### src/rtl/pipe_stage_skid.sv
// rtl/pipe_stage_skid.sv - elastic pipeline stage with 2-entry skid buffer, flush and stall counter
module pipe_stage_skid #(
   parameter int DATA_W = 96,
   parameter int CTRL_W = 8,
   parameter int CNT_W  = 16
) (
   input  logic              clk,
   input  logic              reset,
   input  logic              in_valid,
   output logic              in_ready,
   input  logic [CTRL_W-1:0] in_ctrl,
   input  logic [DATA_W-1:0] in_data,
   input  logic              flush,
   output logic              out_valid,
   input  logic              out_ready,
   output logic [CTRL_W-1:0] out_ctrl,
   output logic [DATA_W-1:0] out_data,
   output logic [CNT_W-1:0]  stall_cnt
);

   // Main entry M drives the outputs; skid entry S catches one beat while M is blocked.
   logic              m_valid;
   logic [CTRL_W-1:0] m_ctrl;
   logic [DATA_W-1:0] m_data;
   logic              s_valid;
   logic [CTRL_W-1:0] s_ctrl;
   logic [DATA_W-1:0] s_data;

   logic accept;
   logic drain;

   localparam logic [CNT_W-1:0] CNT_MAX = {CNT_W{1'b1}};

   // in_ready is the inverse of a flop, so there is no path from out_ready to it.
   assign in_ready  = ~s_valid;
   assign out_valid = m_valid;
   assign out_ctrl  = m_valid ? m_ctrl : '0;
   assign out_data  = m_data;

   assign accept = in_valid & in_ready;
   assign drain  = m_valid & out_ready;

   // Occupancy control: EMPTY (M and S free), ONE (M only), FULL (M and S); flush empties the stage.
   always_ff @(posedge clk or posedge reset) begin
      if (reset) begin
         m_valid <= 1'b0;
         m_ctrl  <= '0;
         m_data  <= '0;
         s_valid <= 1'b0;
         s_ctrl  <= '0;
         s_data  <= '0;
      end else if (flush) begin
         m_valid <= 1'b0;
         m_ctrl  <= '0;
         s_valid <= 1'b0;
         s_ctrl  <= '0;
      end else begin
         case ({m_valid, s_valid})
            2'b00: begin
               if (accept) begin
                  m_valid <= 1'b1;
                  m_ctrl  <= in_ctrl;
                  m_data  <= in_data;
               end
            end
            2'b10: begin
               if (accept && drain) begin
                  m_ctrl <= in_ctrl;
                  m_data <= in_data;
               end else if (accept) begin
                  s_valid <= 1'b1;
                  s_ctrl  <= in_ctrl;
                  s_data  <= in_data;
               end else if (drain) begin
                  m_valid <= 1'b0;
               end
            end
            2'b11: begin
               if (drain) begin
                  m_ctrl  <= s_ctrl;
                  m_data  <= s_data;
                  s_valid <= 1'b0;
               end
            end
            default: begin
               // S without M cannot arise; recover to EMPTY.
               s_valid <= 1'b0;
            end
         endcase
      end
   end

   // Saturating count of cycles where a presented beat is back-pressured; only reset clears it.
   always_ff @(posedge clk or posedge reset) begin
      if (reset) begin
         stall_cnt <= '0;
      end else if (m_valid && !out_ready && (stall_cnt != CNT_MAX)) begin
         stall_cnt <= stall_cnt + 1'b1;
      end
   end

endmodule

### config.mk
export PLATFORM = sky130hd
export DESIGN_NAME = pipe_stage_skid
export DESIGN_NICKNAME = d
export VERILOG_FILES = /design/src/rtl/pipe_stage_skid.sv
export SDC_FILE = /design/constraint.sdc
export NUM_CORES = 1
export LEC_CHECK = 0
export BUFFER_PORTS_ARGS = -buffer_cell sky130_fd_sc_hd__clkbuf_2
export CAP_MARGIN = 20
export CORE_ASPECT_RATIO = 0.6
export CORE_MARGIN = 4
export CORE_UTILIZATION = 35
export DETAILED_ROUTE_END_ITERATION = 8
export GPL_TIMING_DRIVEN = 0
export PLACE_DENSITY_LB_ADDON = 0.12
export SYNTH_ARGS = -nofsm -noshare
export SYNTH_HDL_FRONTEND = slang
export SYNTH_SLANG_ARGS = --single-unit
export TNS_END_PERCENT = 30
### constraint.sdc
create_clock -name clk -period 20.8 [get_ports clk]
set_input_delay 3.12 -clock clk [delete_from_list [all_inputs] [get_ports clk]]
set_output_delay 3.12 -clock clk [all_outputs]
set_load 0.005 [all_outputs]
==> results.json <==
{
  "ys_warn_count": 0,
  "antenna_found_initial": 0,
  "antennaDiodeCount": 0,
  "overflow": 0,
  "place_ws_ps": 15720,
  "min_period_ps": 4940,
  "max_stage_delay_ps": 390,
  "fin_crit_sh_pct": 23.7,
  "drt-vias-per-instance": 4.69,
  "nNetsFinal": 1347,
  "cp.arrival_ps": 1820,
  "ys_types": 31,
  "reg2reg_depth": 7,
  "avgSynthCellArea_um2": 9.83,
  "final_cell_area_um2": 12100,
  "grtUsageMet2_pct": 25.6,
  "clock_skew_ps": 14.4,
  "whs_ps": 472,
  "first_pass_iters": 5,
  "cpLargestDelayFamily": "buffers and inverters",
  "seqPwrFrac_pct": 47.4,
  "drv_slew": 0,
  "cp_num_buf_inv": 3,
  "path_max_fanout": 10,
  "fin_util_pct": 45.2,
  "syn_nets": 1090,
  "root_buffer": "clkbuf_16",
  "dr.first_iter.drc_count": 569,
  "cts_setup_buffers": 0,
  "synthArstFlopShare_pct": 100,
  "cts_htree_levels": 1,
  "fp.dieH_um": 137,
  "finalPower_mw": 1.19,
  "status": "complete, no violations",
  "cts_tree": "built",
  "rsz0062_at_grt": "false",
  "grt_pass1_vias": 7566,
  "final_antenna_net_count": 0,
  "die_x_um": 222,
  "hold_class": "reg2reg",
  "routed_wirelength_um": 27400,
  "crit_type": "reg2out",
  "fin_ws_ps": 15860,
  "instances_no_fill": 1615,
  "grt_max_degree": 117,
  "tightest_slew_ps": 795,
  "netlist_instances": 980,
  "clk_latency_ps": 530,
  "cts.sinks": 226,
  "clockPowerShare_pct": 38.0,
  "p_sw_share_pct": 27.6,
  "cts_buffers": 24,
  "core_um2": 26800,
  "p_int_uw": 866,
  "cp-end-kind": "primary output",
  "ys_seq_area_share_pct": 58.7,
  "fill_cells": 2628,
  "portBuffers": 229,
  "final_common_cell": "nand2_1",
  "area_growth_pct": 25.7,
  "cts_resized": 0,
  "via_count": 7571,
  "netlist_area_um2": 9630,
  "synthFlopType": "dfrtp_1",
  "initial_utilization_pct": 36.0,
  "fmax_ghz": 0.202,
  "gr-max-usage-layer": "met1",
  "synth_edf_count": 0,
  "pin_count": 231,
  "rows": 46,
  "final_cell_mix": "302 x nand2_1, 229 x clkbuf_2, 226 x dfrtp_1",
  "cp_num_cells": 4,
  "grt_use_total_pct": 17.9,
  "finalHoldViolCount": 0,
  "setup_viol": 0,
  "power_density_nw_per_um2": 98.7,
  "crit_path_start_kind": "flop",
  "dpl.hpwl_um": 19300,
  "use_met3_pct": 4.39,
  "cap_violations": 0,
  "combPwrFrac_pct": 14.7,
  "placed_cells": 1571,
  "relSlewSlack_pct": 47.0,
  "cellLeakagePower_nw": 6.65,
  "ys_ff_latch": 226,
  "vdd_drop_max_v": 0.0000630,
  "drcViolationCount": 0,
  "drive_gt1_share_pct": 25.7,
  "setup_tns_ps": 0,
  "met1_usage_pct": 27.7,
  "path_cells": "buf_2, clkbuf_1, and2_1, clkbuf_2",
  "place_area_um2": 11300,
  "grt_pass1_wl_um": 43600,
  "clk_pin_slew_ps": 60,
  "routedWlPerCell_um": 17.0,
  "clockBufferDepth": 3,
  "gp_congestion": 0.753,
  "p_sw_uw": 329,
  "ctsHoldBuffers": 0,
  "required_ps": 17680,
  "hold_path_depth": 2,
  "die_area_um2": 30300,
  "slowest_stage": "dfrtp_1"
}
[final cells by class]
class / instances / area (um^2) / share of cell area, %
Tap cell: 360 / 450 / 3.72
Multi-Input combinational cell: 690 / 3640 / 30.1
Inverter: 4 / 22.5 / 0.186
Buffer: 60 / 325 / 2.69
Clock buffer: 33 / 716 / 5.91
Timing Repair Buffer: 231 / 1180 / 9.79
Sequential cell: 226 / 5660 / 46.7
Clock inverter: 11 / 114 / 0.940
[routing by layer]
layer,vias to the layer above,wire length [um]
met5,-,0
met4,0,526
met3,33,1590
met2,191,11500
met1,3621,13900
li1,3726,-
[Yosys cell counts, types with 4 or more instances]
cell / instances / share of area [%]
inv_1: 4 / 0.16
mux2i_1: 101 / 10
buf_2: 23 / 1.2
dfrtp_1: 226 / 59
and4_1: 4 / 0.36
nand4_1: 6 / 0.39
buf_4: 19 / 1.5
a21oi_1: 98 / 5.1
nand3_1: 13 / 0.68
nand2_1: 302 / 12
clkbuf_1: 17 / 0.66
a311oi_1: 8 / 0.73
xnor2_1: 13 / 1.2
and2_1: 9 / 0.58
nor2_1: 113 / 4.4
[tightest hold or removal path: stages (launching register included)]
cell and delay (ps):
dfrtp_1 340, nand2_1 50, nand2_1 60
[flip-flops by register name (all words and copies together), names as in the netlist]
name and count:
stall_cnt 16, s_ctrl 8, out_data 96, m_ctrl 8, s_valid 1, s_data 96, out_valid 1
[power groups by stage]
stage          clock (mW)  sequential, mW  combinational [mW]
2_1_floorplan           0           0.568              0.0954
3_5_place_dp            0           0.574               0.179
5_1_grt             0.484           0.577               0.202
3_3_place_gp            0           0.572               0.176
4_1_cts             0.465           0.567               0.180
6_report            0.454           0.566               0.175
[path summary, 6_finish.rpt]
| kind | end | slack, ps | startpoint |
|---|---|---|---|
| max | out_ctrl[1] | 15860 | out_valid |
| min | s_data[87] | 470 | s_data[87] |
| max reg2reg | s_data[73] | 18650 | out_valid |
| min reg2reg | s_data[87] | 470 | s_data[87] |
| max in group asynchronous | stall_cnt[11] | 16970 | reset |
| min in group asynchronous | s_data[2] | 2740 | reset |
[cells by family (layout without fill, tap and decap cells)]
kind of cell               Yosys count  in the layout  share of synthesized area (%)
buffers and inverters               64            339                           3.53
muxes                              102            102                           10.6
xor gates and xnor gates            14             14                           1.27
and+or+nand+nor                    462            462                           19.4
AOI/OAI and AO/OA                  111            111                           6.31
DFF                                226            226                           58.7
adders and majority gates            1              1                          0.130
Note: power is estimated with default switching activity, not from simulation.
